==> src/rtl/arb_pkg.sv <==
// rtl/arb_pkg.sv - shared constants, state encoding and helpers for the grant arbiters
package arb_pkg;

    localparam int N_REQ = 8;
    localparam int IDX_W = 3;

    typedef enum logic {
        ST_IDLE  = 1'b0,
        ST_GRANT = 1'b1
    } state_t;

    // Index of the set bit of a one-hot vector (zero for an all-zero vector).
    function automatic logic [IDX_W-1:0] onehot_to_idx(input logic [N_REQ-1:0] oh);
        logic [IDX_W-1:0] idx;
        idx = '0;
        for (int i = 0; i < N_REQ; i++) begin
            if (oh[i]) begin
                idx = idx | IDX_W'(i);
            end
        end
        return idx;
    endfunction

endpackage

==> src/rtl/rr_pick.sv <==
// rtl/rr_pick.sv - combinational round-robin pick: first set request at or above ptr, with wrap
module rr_pick
    import arb_pkg::*;
(
    input  logic [N_REQ-1:0] req,
    input  logic [IDX_W-1:0] ptr,
    output logic [N_REQ-1:0] pick,
    output logic             any
);

    logic [2*N_REQ-1:0] rot_dbl;
    logic [N_REQ-1:0]   rot;
    logic [N_REQ-1:0]   rot_pick;
    logic [2*N_REQ-1:0] back_dbl;

    // Rotate so ptr lands at bit 0, isolate the lowest set bit, rotate back.
    always_comb begin
        rot_dbl  = {req, req} >> ptr;
        rot      = rot_dbl[N_REQ-1:0];
        rot_pick = rot & (~rot + N_REQ'(1));
        back_dbl = {rot_pick, rot_pick} << ptr;
        pick     = back_dbl[2*N_REQ-1:N_REQ];
        any      = |req;
    end

endmodule

==> src/rtl/rr_grant_arbiter.sv <==
// rtl/rr_grant_arbiter.sv - registered round-robin arbiter with hold limit and one-hot grant
module rr_grant_arbiter #(
    parameter int N_REQ    = 8,
    parameter int HOLD_MAX = 15
) (
    input  logic             clk,
    input  logic             rst_n,
    input  logic [N_REQ-1:0] req,
    input  logic             done,
    output logic [N_REQ-1:0] gnt,
    output logic             gnt_valid,
    output logic             timeout
);
    import arb_pkg::*;

    localparam logic [7:0] HCNT_LAST = 8'(HOLD_MAX - 1);

    state_t           state, state_n;
    logic [IDX_W-1:0] ptr, ptr_n;
    logic [IDX_W-1:0] own, own_n;
    logic [7:0]       hcnt, hcnt_n;
    logic [N_REQ-1:0] gnt_n;
    logic             gnt_valid_n;
    logic             timeout_n;

    logic [N_REQ-1:0] pick;
    logic             pick_any;
    logic             rel_done, rel_drop, rel_lim;

    rr_pick u_pick (
        .req  (req),
        .ptr  (ptr),
        .pick (pick),
        .any  (pick_any)
    );

    // State, pointer, hold counter and output registers; reset clears grant asynchronously.
    always_ff @(posedge clk or negedge rst_n) begin
        if (!rst_n) begin
            state     <= ST_IDLE;
            ptr       <= '0;
            own       <= '0;
            hcnt      <= '0;
            gnt       <= '0;
            gnt_valid <= 1'b0;
            timeout   <= 1'b0;
        end else begin
            state     <= state_n;
            ptr       <= ptr_n;
            own       <= own_n;
            hcnt      <= hcnt_n;
            gnt       <= gnt_n;
            gnt_valid <= gnt_valid_n;
            timeout   <= timeout_n;
        end
    end

    // Next-state: grant the rotated pick in IDLE, release on done/drop/limit in GRANT.
    always_comb begin
        state_n     = state;
        ptr_n       = ptr;
        own_n       = own;
        hcnt_n      = hcnt;
        gnt_n       = gnt;
        gnt_valid_n = gnt_valid;
        timeout_n   = 1'b0;
        rel_done    = done;
        rel_drop    = ~req[own];
        rel_lim     = (hcnt == HCNT_LAST);
        case (state)
            ST_IDLE: begin
                if (pick_any) begin
                    gnt_n       = pick;
                    gnt_valid_n = 1'b1;
                    hcnt_n      = '0;
                    own_n       = onehot_to_idx(pick);
                    state_n     = ST_GRANT;
                end else begin
                    gnt_n       = '0;
                    gnt_valid_n = 1'b0;
                end
            end
            ST_GRANT: begin
                if (rel_done || rel_drop || rel_lim) begin
                    gnt_n       = '0;
                    gnt_valid_n = 1'b0;
                    ptr_n       = own + IDX_W'(1);
                    state_n     = ST_IDLE;
                    // Only a pure hold-limit release is reported as a timeout.
                    timeout_n   = rel_lim && !rel_done && !rel_drop;
                end else begin
                    hcnt_n      = hcnt + 8'd1;
                end
            end
            default: begin
                state_n     = ST_IDLE;
                gnt_n       = '0;
                gnt_valid_n = 1'b0;
            end
        endcase
    end

endmodule

==> config.mk <==
export PLATFORM = sky130hd
export DESIGN_NAME = rr_grant_arbiter
export DESIGN_NICKNAME = d
export VERILOG_FILES = /design/src/rtl/arb_pkg.sv /design/src/rtl/rr_pick.sv /design/src/rtl/rr_grant_arbiter.sv
export SDC_FILE = /design/constraint.sdc
export NUM_CORES = 1
export LEC_CHECK = 0
export CAP_MARGIN = 30
export CORE_AREA = 2 2 78 80
export CTS_CLUSTER_SIZE = 8
export DETAILED_ROUTE_END_ITERATION = 8
export DIE_AREA = 0 0 80 82
export MAX_ROUTING_LAYER = met4
export PLACE_DENSITY_LB_ADDON = 0.1
export SETUP_SLACK_MARGIN = 0.1
export SYNTH_ARGS = -nofsm -noshare
export SYNTH_HDL_FRONTEND = slang
export SYNTH_HIERARCHICAL = 1
export SYNTH_SLANG_ARGS = --single-unit
==> constraint.sdc <==
create_clock -name clk -period 2.31 [get_ports clk]
set_input_delay 0.462 -clock clk [delete_from_list [all_inputs] [get_ports clk]]
set_output_delay 0.462 -clock clk [all_outputs]
set_load 0.01 [all_outputs]
== Word level (Yosys, flattened, before mapping) ==
Index checks and enable logic that the tools add are counted.

* Add/sub/neg operators: 3
* $lt $le $gt $ge: 1
* Eq/ne operators: 4
* Shift-type cells: 2
* Mux-type cells: 22
* Bitwise gates (word level): 4
* Reduce and logical (&&, ||, !) cells: 9

{| class="wikitable"
|+ Operator list
! operator !! count
|-
| 2-to-1 mux 8 bit || 4
|-
| case mux 8 bit (2 select lines) || 2
|-
| adder 8 x 1 -> 8 bit (second input constant) || 2
|-
| << shifter 16 x 3 -> 16 bit || 1
|-
| right shift 16 x 3 -> 8 bit || 1
|-
| 2-to-1 mux 3 bit || 4
|-
| bitwise AND 8 bit || 1
|-
| == test 8 x 4 -> 1 bit (second input constant) || 1
|-
| NOT 8 bit || 1
|-
| OR reduction 8 bit || 1
|-
| 2-to-1 mux 1 bit || 7
|-
| AND reduction 2 bit || 3
|-
| < comparator 3 x 4 -> 1 bit (second input constant) || 1
|-
| 2-to-1 mux 2 bit || 2
|-
| inequality test 2 bit (second input constant) || 2
|-
| case mux 1 bit (2 select lines) || 2
|-
| adder 3 x 1 -> 3 bit (second input constant) || 1
|-
| binary-select mux 1 bit (select 3 bit) || 1
|-
| logical AND 1 bit || 2
|-
| logical OR 1 bit || 2
|-
| inequality test 2 x 1 -> 1 bit (second input constant) || 1
|-
| NOT 1 bit || 2
|-
| logical NOT 1 bit || 1
|}

* Register bits after elaboration: 25
* Input port bits: 11
* Output and inout port bits: 10
* Word-level logic and storage cells: 52

== Logic depth before layout (Yosys ltp) ==
Gate-level depths: netlist (run 1).

* Word-level depth: 12
* Mapped depth: 10
* Mapped depth without buffers: 8

== Hierarchy ==
The synthesis (run 1) kept the hierarchy.

{| class="wikitable"
|+ Modules (own cells, without submodules)
! module !! instances !! cells an instance !! area each (sq um)
|-
| rr_grant_arbiter || 1 || 120 || 1,308.8
|-
| rr_pick || 1 || 91 || 726.9
|}

== Worst setup path after synthesis (run 1) ==
No wires, ideal clock.

* Path kind: flip-flop to flip-flop
* Start point: reg ptr[2]
* End point: reg own[2]
* Library setup time: 137 ps
* Arrival time: 2,111 ps
* Data required time: 2,173 ps
* Path slack: 62 ps
* Stages on the path, launching flop included: 9
* Buffers on the path: 2
* Cell sequence: dfrtp_1 buf_2 buf_2 mux4_2 a32oi_1 nor2_1 mux2_2 nor4_1 a21oi_1

{| class="wikitable"
|+ RTL lines
! item !! line !! text
|-
| start, declared || rr_grant_arbiter.sv:19 || <nowiki>logic [IDX_W-1:0] ptr, ptr_n;</nowiki>
|-
| start signal, assigned || rr_grant_arbiter.sv:49 || <nowiki>ptr <= ptr_n;</nowiki>
|-
| right shift 16 x 3 -> 8 bit || rr_pick.sv:18 || <nowiki>rot_dbl = {req, req} >> ptr;</nowiki>
|-
| NOT 8 bit || rr_pick.sv:20 || <nowiki>rot_pick = rot & (~rot + N_REQ'(1));</nowiki>
|-
| adder 8 x 1 -> 8 bit || rr_pick.sv:20 ||
|-
| bitwise AND 8 bit || rr_pick.sv:20 ||
|-
| << shifter 16 x 3 -> 16 bit (*) || rr_pick.sv:21 || <nowiki>back_dbl = {rot_pick, rot_pick} << ptr;</nowiki>
|-
| net pick[7] || rr_grant_arbiter.sv:26 || <nowiki>logic [N_REQ-1:0] pick;</nowiki>
|-
| 2-to-1 mux 3 bit (*) || arb_pkg.sv:17 || <nowiki>if (oh[i]) begin</nowiki>
|-
| end signal, assigned || rr_grant_arbiter.sv:50 || <nowiki>own <= own_n;</nowiki>
|-
| end, declared || rr_grant_arbiter.sv:20 || <nowiki>logic [IDX_W-1:0] own, own_n;</nowiki>
|}

Mark *: on every way through the listed nets, which the timed path passes. The rest lies on a longest branch.
A chain may end at the register's enable or synchronous reset.

== Final worst setup path (run 1) ==
* Start point: reg ptr[1]
* End point: reg gnt[5]

* Word-level cells in the longest chain between the ends: 7

{| class="wikitable"
|+ Ends and longest elaborated chain
! item !! line !! text
|-
| right shift 16 x 3 -> 8 bit || rr_pick.sv:18 ||
|-
| NOT 8 bit || rr_pick.sv:20 ||
|-
| adder 8 x 1 -> 8 bit || rr_pick.sv:20 ||
|-
| bitwise AND 8 bit || rr_pick.sv:20 ||
|-
| << shifter 16 x 3 -> 16 bit (*) || rr_pick.sv:21 ||
|-
| net pick[5] || rr_grant_arbiter.sv:26 ||
|-
| 2-to-1 mux 8 bit (*) || rr_grant_arbiter.sv:72 || <nowiki>if (pick_any) begin</nowiki>
|-
| case mux 8 bit (2 select lines) (*) || rr_grant_arbiter.sv:70 || <nowiki>case (state)</nowiki>
|-
| end signal, assigned || rr_grant_arbiter.sv:52 || <nowiki>gnt <= gnt_n;</nowiki>
|-
| end, declared || rr_grant_arbiter.sv:10 || <nowiki>output logic [N_REQ-1:0] gnt,</nowiki>
|}

Marks and branches as above.

==> results of run 1 <==
==> cells in the final DEF, fill, tap and decap left out, types with 8 or more instances in the layout <==
cell / instances
sky130_fd_sc_hd__buf_4: 58
sky130_fd_sc_hd__dfrtp_1: 24
sky130_fd_sc_hd__mux2i_1: 15
sky130_fd_sc_hd__nor2_1: 15
sky130_fd_sc_hd__nand2_1: 15
sky130_fd_sc_hd__clkdlybuf4s50_1: 12
sky130_fd_sc_hd__mux2_4: 9
sky130_fd_sc_hd__a22o_1: 8
==> metrics by stage <==
stage	worst slack, ps	instances	area (um2)
2_1_floorplan	105	211	2040
3_3_place_gp	-582	349	2700
3_5_place_dp	-580	349	2700
4_1_cts	-72.4	355	2830
5_1_grt	-174	359	2970
6_report	-102	359	2970
==> worst register-to-register path: stages (launching register included) <==
cell and delay, ps:
sky130_fd_sc_hd__dfrtp_2 480, sky130_fd_sc_hd__buf_6 140, sky130_fd_sc_hd__mux2_4 280, sky130_fd_sc_hd__mux2_4 280, sky130_fd_sc_hd__o32ai_4 200, sky130_fd_sc_hd__o221ai_2 190, sky130_fd_sc_hd__o32a_1 360, sky130_fd_sc_hd__o22ai_4 240
sky130_fd_sc_hd__a22o_1 190
==> cells in the mapped netlist, types with 6 or more instances <==
master                     count  area share (%)
sky130_fd_sc_hd__nand2_1      16             3.0
sky130_fd_sc_hd__a22o_1        8             3.4
sky130_fd_sc_hd__nor2_1       16             3.0
sky130_fd_sc_hd__a21oi_1       7             1.7
sky130_fd_sc_hd__inv_1         6             1.1
sky130_fd_sc_hd__clkbuf_1      6             1.1
sky130_fd_sc_hd__nor2b_1       7             2.2
sky130_fd_sc_hd__nand3_1       6             1.5
sky130_fd_sc_hd__dfrtp_1      25              31
sky130_fd_sc_hd__nor4_1        7             2.2
sky130_fd_sc_hd__mux2i_1      20             9.8
sky130_fd_sc_hd__mux2_2       10             5.5
==> worst max path at each step <==
stage / startpoint / endpoint
floorplan: ptr[1] / own[2]
global placement: req[0] / own[2]
detailed placement: req[0] / own[0]
CTS: ptr[1] / own[0]
global route: ptr[1] / own[0]
finish: ptr[1] / gnt[5]
==> state kept, by name, summed over array words and instances (netlist names) <==
name and flops:
own 3, hcnt 8, gnt_valid 1, timeout 1, state 1, ptr 3
gnt 8
==> power groups by stage <==
stage | registers, uW | clock network [uW] | logic, uW
after floorplan | 719 | 0 | 1470
after global placement | 784 | 0 | 2230
after detailed placement | 775 | 0 | 2220
after CTS | 775 | 282 | 2410
after global routing | 798 | 297 | 2860
final | 771 | 270 | 2660
==> cell families (layout without fill, tap and decap cells) <==
group,Yosys count,in the layout
AO/OA/AOI/OAI,45,45
XOR/XNOR,2,2
adder cells (fa/ha/maj),3,3
buffers and inverters,20,93
flip-flops,25,25
multiplexers,35,35
AND/OR/NAND/NOR,81,81
==> area by class of cell <==
cell class | count | area [um2] | area share (%)
repair buffers | 83 | 701 | 23.6
multi-input cells | 166 | 1480 | 49.7
flip-flops and latches | 25 | 627 | 21.1
well taps | 75 | 93.8 | 3.16
inverters | 6 | 22.5 | 0.759
clock inverters | 1 | 7.51 | 0.253
clock buffers | 3 | 41.3 | 1.39
==> metal layers <==
| layer | up-vias | part of all wire [%] |
|---|---|---|
| met5 | - | 0 |
| met4 | 0 | 1.8 |
| met3 | 10 | 2.6 |
| met2 | 31 | 47 |
| met1 | 899 | 48 |
| li1 | 940 | - |
==> repair_timing <==
item                                    in CTS  in global routing
endpoints found under the setup margin      13                 11
endpoints found under the hold margin        0                  0
resized for setup                           24                 20
buffers inserted                             2                  4
pin swaps                                   11                 18
==> flow_summary.toml, run 1 <==
[status]
run_status = "finished, violations left"
violations = "setup timing"

[sta]
worst_slack_ps = -102
max_slew.worst_pin.slew_ps = 461
final-setup-viol-count = 7
unrepaired_setup_endpoints_after_global_routing = "yes"
clock-skew-final_ps = 4.55
fin_tns_setup_ps = -419
slew_headroom_pct = 69.3
final-max-slew-violation-count = 0
final.hold.worst_slack_ps = 496
fraction_of_the_cycle_the_final_worst_path_needs_pct = 104
hold_violation_total_from_the_final_report = 0
max_freq_mhz = 415
min_period_ps = 2410

[synth]
post_synth_num_cell_types = 55
count_of_state_elements_after_synthesis = 25
synthesis.area_mm2 = 0.00204
seq_area_frac_synth_pct = 30.7
synth_top_family_by_area = "simple AND/OR/NAND/NOR gates"
multiplexer_fraction_of_the_synthesized_cell_area_pct = 19.4
synth_edf_count = 0
synth-compound-area-share_pct = 20.2
yosys_warnings = 6
synthAdderAreaFrac_pct = 1.84
synthXorXnorAreaFrac_pct = 0.860
ys.flop_type = "sky130_fd_sc_hd__dfrtp_1"
synth-async-reset-ratio_pct = 100
syn_inst = 211
synthSimpleGateAreaFrac_pct = 21.8
synth_area_per_cell_um2 = 9.65
postSynthNetCount = 225

[drt]
drt-total-wl_mm = 5.45
drt.antenna.violating_nets = 0
vias = 1880
drc_errors = 0
drtPass1Iterations = 4
average_detailed_routed_wire_length_per_instance_um = 15.2
vias_per_cell = 5.24
drt_iter0_drc = 72

[hold_path]
holdCritPathClass = "reg -> reg"
min_from = "gnt_valid"
worstHoldPathCells = 1
min_to = "gnt_valid"

[clock_tree]
cts_buffer_depth = 2
clkTransAtPathRegs_ps = 90
ctsHoldBuffers = 0
clock_buffers_created_by_tritoncts = 3
clock-sinks = 25
insertion_delay_ps = 270
htree_levels = 1
tritoncts = "done"
cts.root.buffer_cell = "sky130_fd_sc_hd__clkbuf_8"

[critical_path]
worstPathRequired_ps = 2530
critical-path-top-cell-by-count = "sky130_fd_sc_hd__mux2_4"
r2r.worst_path.cells = 8
timing.critical_path.from_type = "flip-flop"
worstReg2RegStart = "ptr[1]"
worst-path-stages = 8
path_buf_inv = 1
slowest_delay_ps = 480
timing.reg2reg.setup_slack_ps = -100
crit_chain = "buf_6 > mux2_4 > mux2_4 > o32ai_4 > o221ai_2 > o32a_1 > o22ai_4 > a22o_1"
crit_arrival_ps = 2630
worst-setup-path-type = "reg -> reg"
crit_path_end_kind = "flip-flop"
worst_path_dominant_cell_family = "compound AO/OA/AOI/OAI gates"
timing.critical_path.slowest_stage_cell = "sky130_fd_sc_hd__dfrtp_2"
r2r_end = "gnt[5]"
worst-path-max-fanout = 7

[pwr]
p_seq_share_pct = 20.8
pwr_density_cell_mw_per_mm2 = 1250
switching_share_pct = 41.5
clock_power_share_pct = 7.3
p_total_uw = 3700
internal_power_uw = 2170
power_switching_uw = 1540
worst_ir_drop_vdd_mv = 0.767
combinationalPowerShare_pct = 71.9
power_leakage_uw = 0.00133

[grt]
pin_count_of_the_biggest_net_entering_global_routing = 26
gr-usage-met1_pct = 24.1
wire_length_of_the_first_global_routing_pass_mm = 9.06
vias_in_the_first_global_route = 1854
global_route.overflow_total = 0
gr-usage-met2_pct = 28.7
grtUsageMet3_pct = 1.65
grt_usage_pct = 17.8
grt_busiest_layer = "met2"
grt_antenna_before_repair = 0

[final_layout]
fillerInstances = 551
final_layout_size_suffix_gt1_share_pct = 40.1
finish.utilization_pct = 51.7
insertedDiodeCount = 0
nNetsFinal = 299
area_growth_syn_to_layout_pct = 45.9

[place]
port_buffers = 20
gpl.final_weighted_congestion = 0.848
sum_of_net_half_perimeters_after_detailed_placement_mm = 3.99

[floorplanning]
die_w_um = 80
initial_utilization_pct = 35.4
number_of_standard_cell_rows_in_the_floorplan = 28
die_area_mm2 = 0.00656
core_region_area_mm2 = 0.00575
die_h_um = 82
pin_count = 21

[run]
maxCapViolations = 0
(Power assumes the default switching activity.)
==> run 2: changes to the inputs <==
- PLACE_DENSITY_LB_ADDON: 0.1 -> unset
==> run 2 against run 1 <==
Effect of this change: the run still ends with setup timing left; utilization fell by 0.94 points; sequential share of layout area rose by 0.39 points; power shrank 0.56%; final cell count decreased by 1.7%; worst setup slack got worse by 23 ps; flip-flop and latch count unchanged; global-route usage down 0.11 points; critical path depth grew 1; die area did not move; clock skew is 2.9 ps lower; largest cell class unchanged.
==> flow_summary.toml, run 2 (same netlist as run 1, synthesis figures left out) <==
[clock_tree]
clkTransAtPathRegs_ps = 90
htree_levels = 1
tritoncts = "done"
insertion_delay_ps = 260
clock_buffers_created_by_tritoncts = 3
clock-sinks = 25
cts_buffer_depth = 2
cts.root.buffer_cell = "sky130_fd_sc_hd__clkbuf_8"
ctsHoldBuffers = 0

[critical_path]
worstReg2RegStart = "ptr[1]"
worst-path-stages = 9
crit_path_end_kind = "flip-flop"
cp-startpoint = "ptr[1]"
crit_arrival_ps = 2630
crit_chain = "buf_12 > mux2_4 > mux2_4 > o32ai_4 > o221ai_4 > o32a_1 > o22ai_4 > nor4_4 > a21oi_1"
timing.critical_path.slowest_stage_cell = "sky130_fd_sc_hd__dfrtp_2"
worstPathRequired_ps = 2510
slowest_delay_ps = 450
r2r.worst_path.cells = 9
critical-path-top-cell-by-count = "sky130_fd_sc_hd__mux2_4"
worst_path_dominant_cell_family = "compound AO/OA/AOI/OAI gates"
worst-setup-path-type = "reg -> reg"
timing.critical_path.from_type = "flip-flop"
path_buf_inv = 1
worst-path-max-fanout = 7

[floorplanning]
initial_utilization_pct = 35.4
number_of_standard_cell_rows_in_the_floorplan = 28
core_region_area_mm2 = 0.00575
pin_count = 21
die_h_um = 82
die_area_mm2 = 0.00656
die_w_um = 80

[sta]
max_freq_mhz = 411
unrepaired_setup_endpoints_after_global_routing = "yes"
fin_tns_setup_ps = -848
final.hold.worst_slack_ps = 486
clock-skew-final_ps = 1.65
min_period_ps = 2430
worst_slack_ps = -125
slew_headroom_pct = 63.1
final-setup-viol-count = 10
final-max-slew-violation-count = 0
max_slew.worst_pin.slew_ps = 553
hold_violation_total_from_the_final_report = 0
fraction_of_the_cycle_the_final_worst_path_needs_pct = 105

[drt]
vias_per_cell = 5.30
drtPass1Iterations = 4
drt.antenna.violating_nets = 0
average_detailed_routed_wire_length_per_instance_um = 14.9
drc_errors = 0
drt_iter0_drc = 54
drt-total-wl_mm = 5.26
vias = 1870

[grt]
pin_count_of_the_biggest_net_entering_global_routing = 26
global_route.overflow_total = 0
vias_in_the_first_global_route = 1908
wire_length_of_the_first_global_routing_pass_mm = 9.08
grt_antenna_before_repair = 0
grt_usage_pct = 17.7

[place]
port_buffers = 20
sum_of_net_half_perimeters_after_detailed_placement_mm = 3.91
dpl_cell_area_mm2 = 0.00265
number_of_cells_after_detailed_placement = 342
gpl.final_weighted_congestion = 0.888

[final_layout]
final-instance-count-excl-fill = 353
fillerInstances = 537
nNetsFinal = 293
final_layout_size_suffix_gt1_share_pct = 37.1
area_growth_syn_to_layout_pct = 43.2
layout_top_registers = "gnt x8, hcnt x8"
final_common_cell = "sky130_fd_sc_hd__buf_4"
commonest_non_fill_non_tap_cells_in_the_layout = "sky130_fd_sc_hd__buf_4 (52), sky130_fd_sc_hd__dfrtp_1 (24), sky130_fd_sc_hd__mux2i_1 (20), sky130_fd_sc_hd__nor2_1 (15), sky130_fd_sc_hd__nand2_1 (15)"
insertedDiodeCount = 0
post_route_cell_area_mm2 = 0.00292

[status]
violations = "setup timing"
run_status = "finished, violations left"

[hold_path]
holdCritPathClass = "reg -> reg"
worstHoldPathCells = 1
min_from = "gnt_valid"

[pwr]
pwr_density_cell_mw_per_mm2 = 1260
worst_ir_drop_vdd_mv = 0.737
power_leakage_uw = 0.00132
internal_power_uw = 2130
clock_power_share_pct = 7.1
switching_share_pct = 42.2
power_switching_uw = 1550
combinationalPowerShare_pct = 71.0
p_seq_share_pct = 21.9

[run]
maxCapViolations = 0
-- run 2: cell count changes in the layout (fill, tap and decap cells not counted), sizes merged --
cell           change
buf                -6
clkdlybuf4s15      -1
dlygate4sd2        +1
-- run 2: cell type report --
cell class,count,area (um2),area share (%)
Multi-Input combinational cell,166,1460,50.1
Clock buffer,3,41.3,1.42
Sequential cell,25,627,21.5
Tap cell,75,93.8,3.22
Clock inverter,1,7.51,0.258
Inverter,6,22.5,0.773
Timing Repair Buffer,77,663,22.7
-- run 2: repair_timing --
item | in CTS | in global routing
hold endpoints to repair | 0 | 0
setup endpoints to repair | 22 | 12
cloned | 0 | 0
pin swaps | 14 | 12
setup buffers | 4 | 3
resized for setup | 30 | 8
-- run 2: metal layers --
metal	track usage, %	routed length [um]	vias to the layer above
li1	-	-	930
met1	23.6	2490	902
met2	29.4	2550	30
met3	1.43	130	8
met4	4.41	98	0
met5	-	0	-
-- run 2: power groups by stage --
stage / combinational, uW / sequential (uW) / clock (uW)
floorplan: 1470 / 719 / 0
global placement: 2110 / 816 / 0
detailed placement: 2130 / 818 / 0
CTS: 2430 / 810 / 272
global route: 2820 / 837 / 286
finish: 2610 / 805 / 263
-- run 2: path summary, 6_finish.rpt --
path | endpoint | slack, ps
worst max-delay path | own[0] | -120
worst max register to register | own[0] | -120
worst min register to register | gnt_valid | 490
min in group asynchronous | gnt_valid | 550
worst min-delay path | gnt_valid | 490
max in group asynchronous | ptr[1] | 1500
-- run 2: per-stage QoR --
stage | setup slack, ps | total power, uW | util (%)
global route | -231 | 3950 | 50.7
floorplan | 105 | 2190 | -
finish | -125 | 3680 | 50.7
CTS | -126 | 3510 | 49.3
detailed placement | -672 | 2950 | 46.1
global placement | -648 | 2920 | 46.1
-- run 2: worst reg2reg max path: stages, from the launching register on --
cell	delay, ps
sky130_fd_sc_hd__dfrtp_2	450
sky130_fd_sc_hd__buf_12	150
sky130_fd_sc_hd__mux2_4	300
sky130_fd_sc_hd__mux2_4	280
sky130_fd_sc_hd__o32ai_4	200
sky130_fd_sc_hd__o221ai_4	190
sky130_fd_sc_hd__o32a_1	360
sky130_fd_sc_hd__o22ai_4	230
sky130_fd_sc_hd__nor4_4	80
sky130_fd_sc_hd__a21oi_1	120
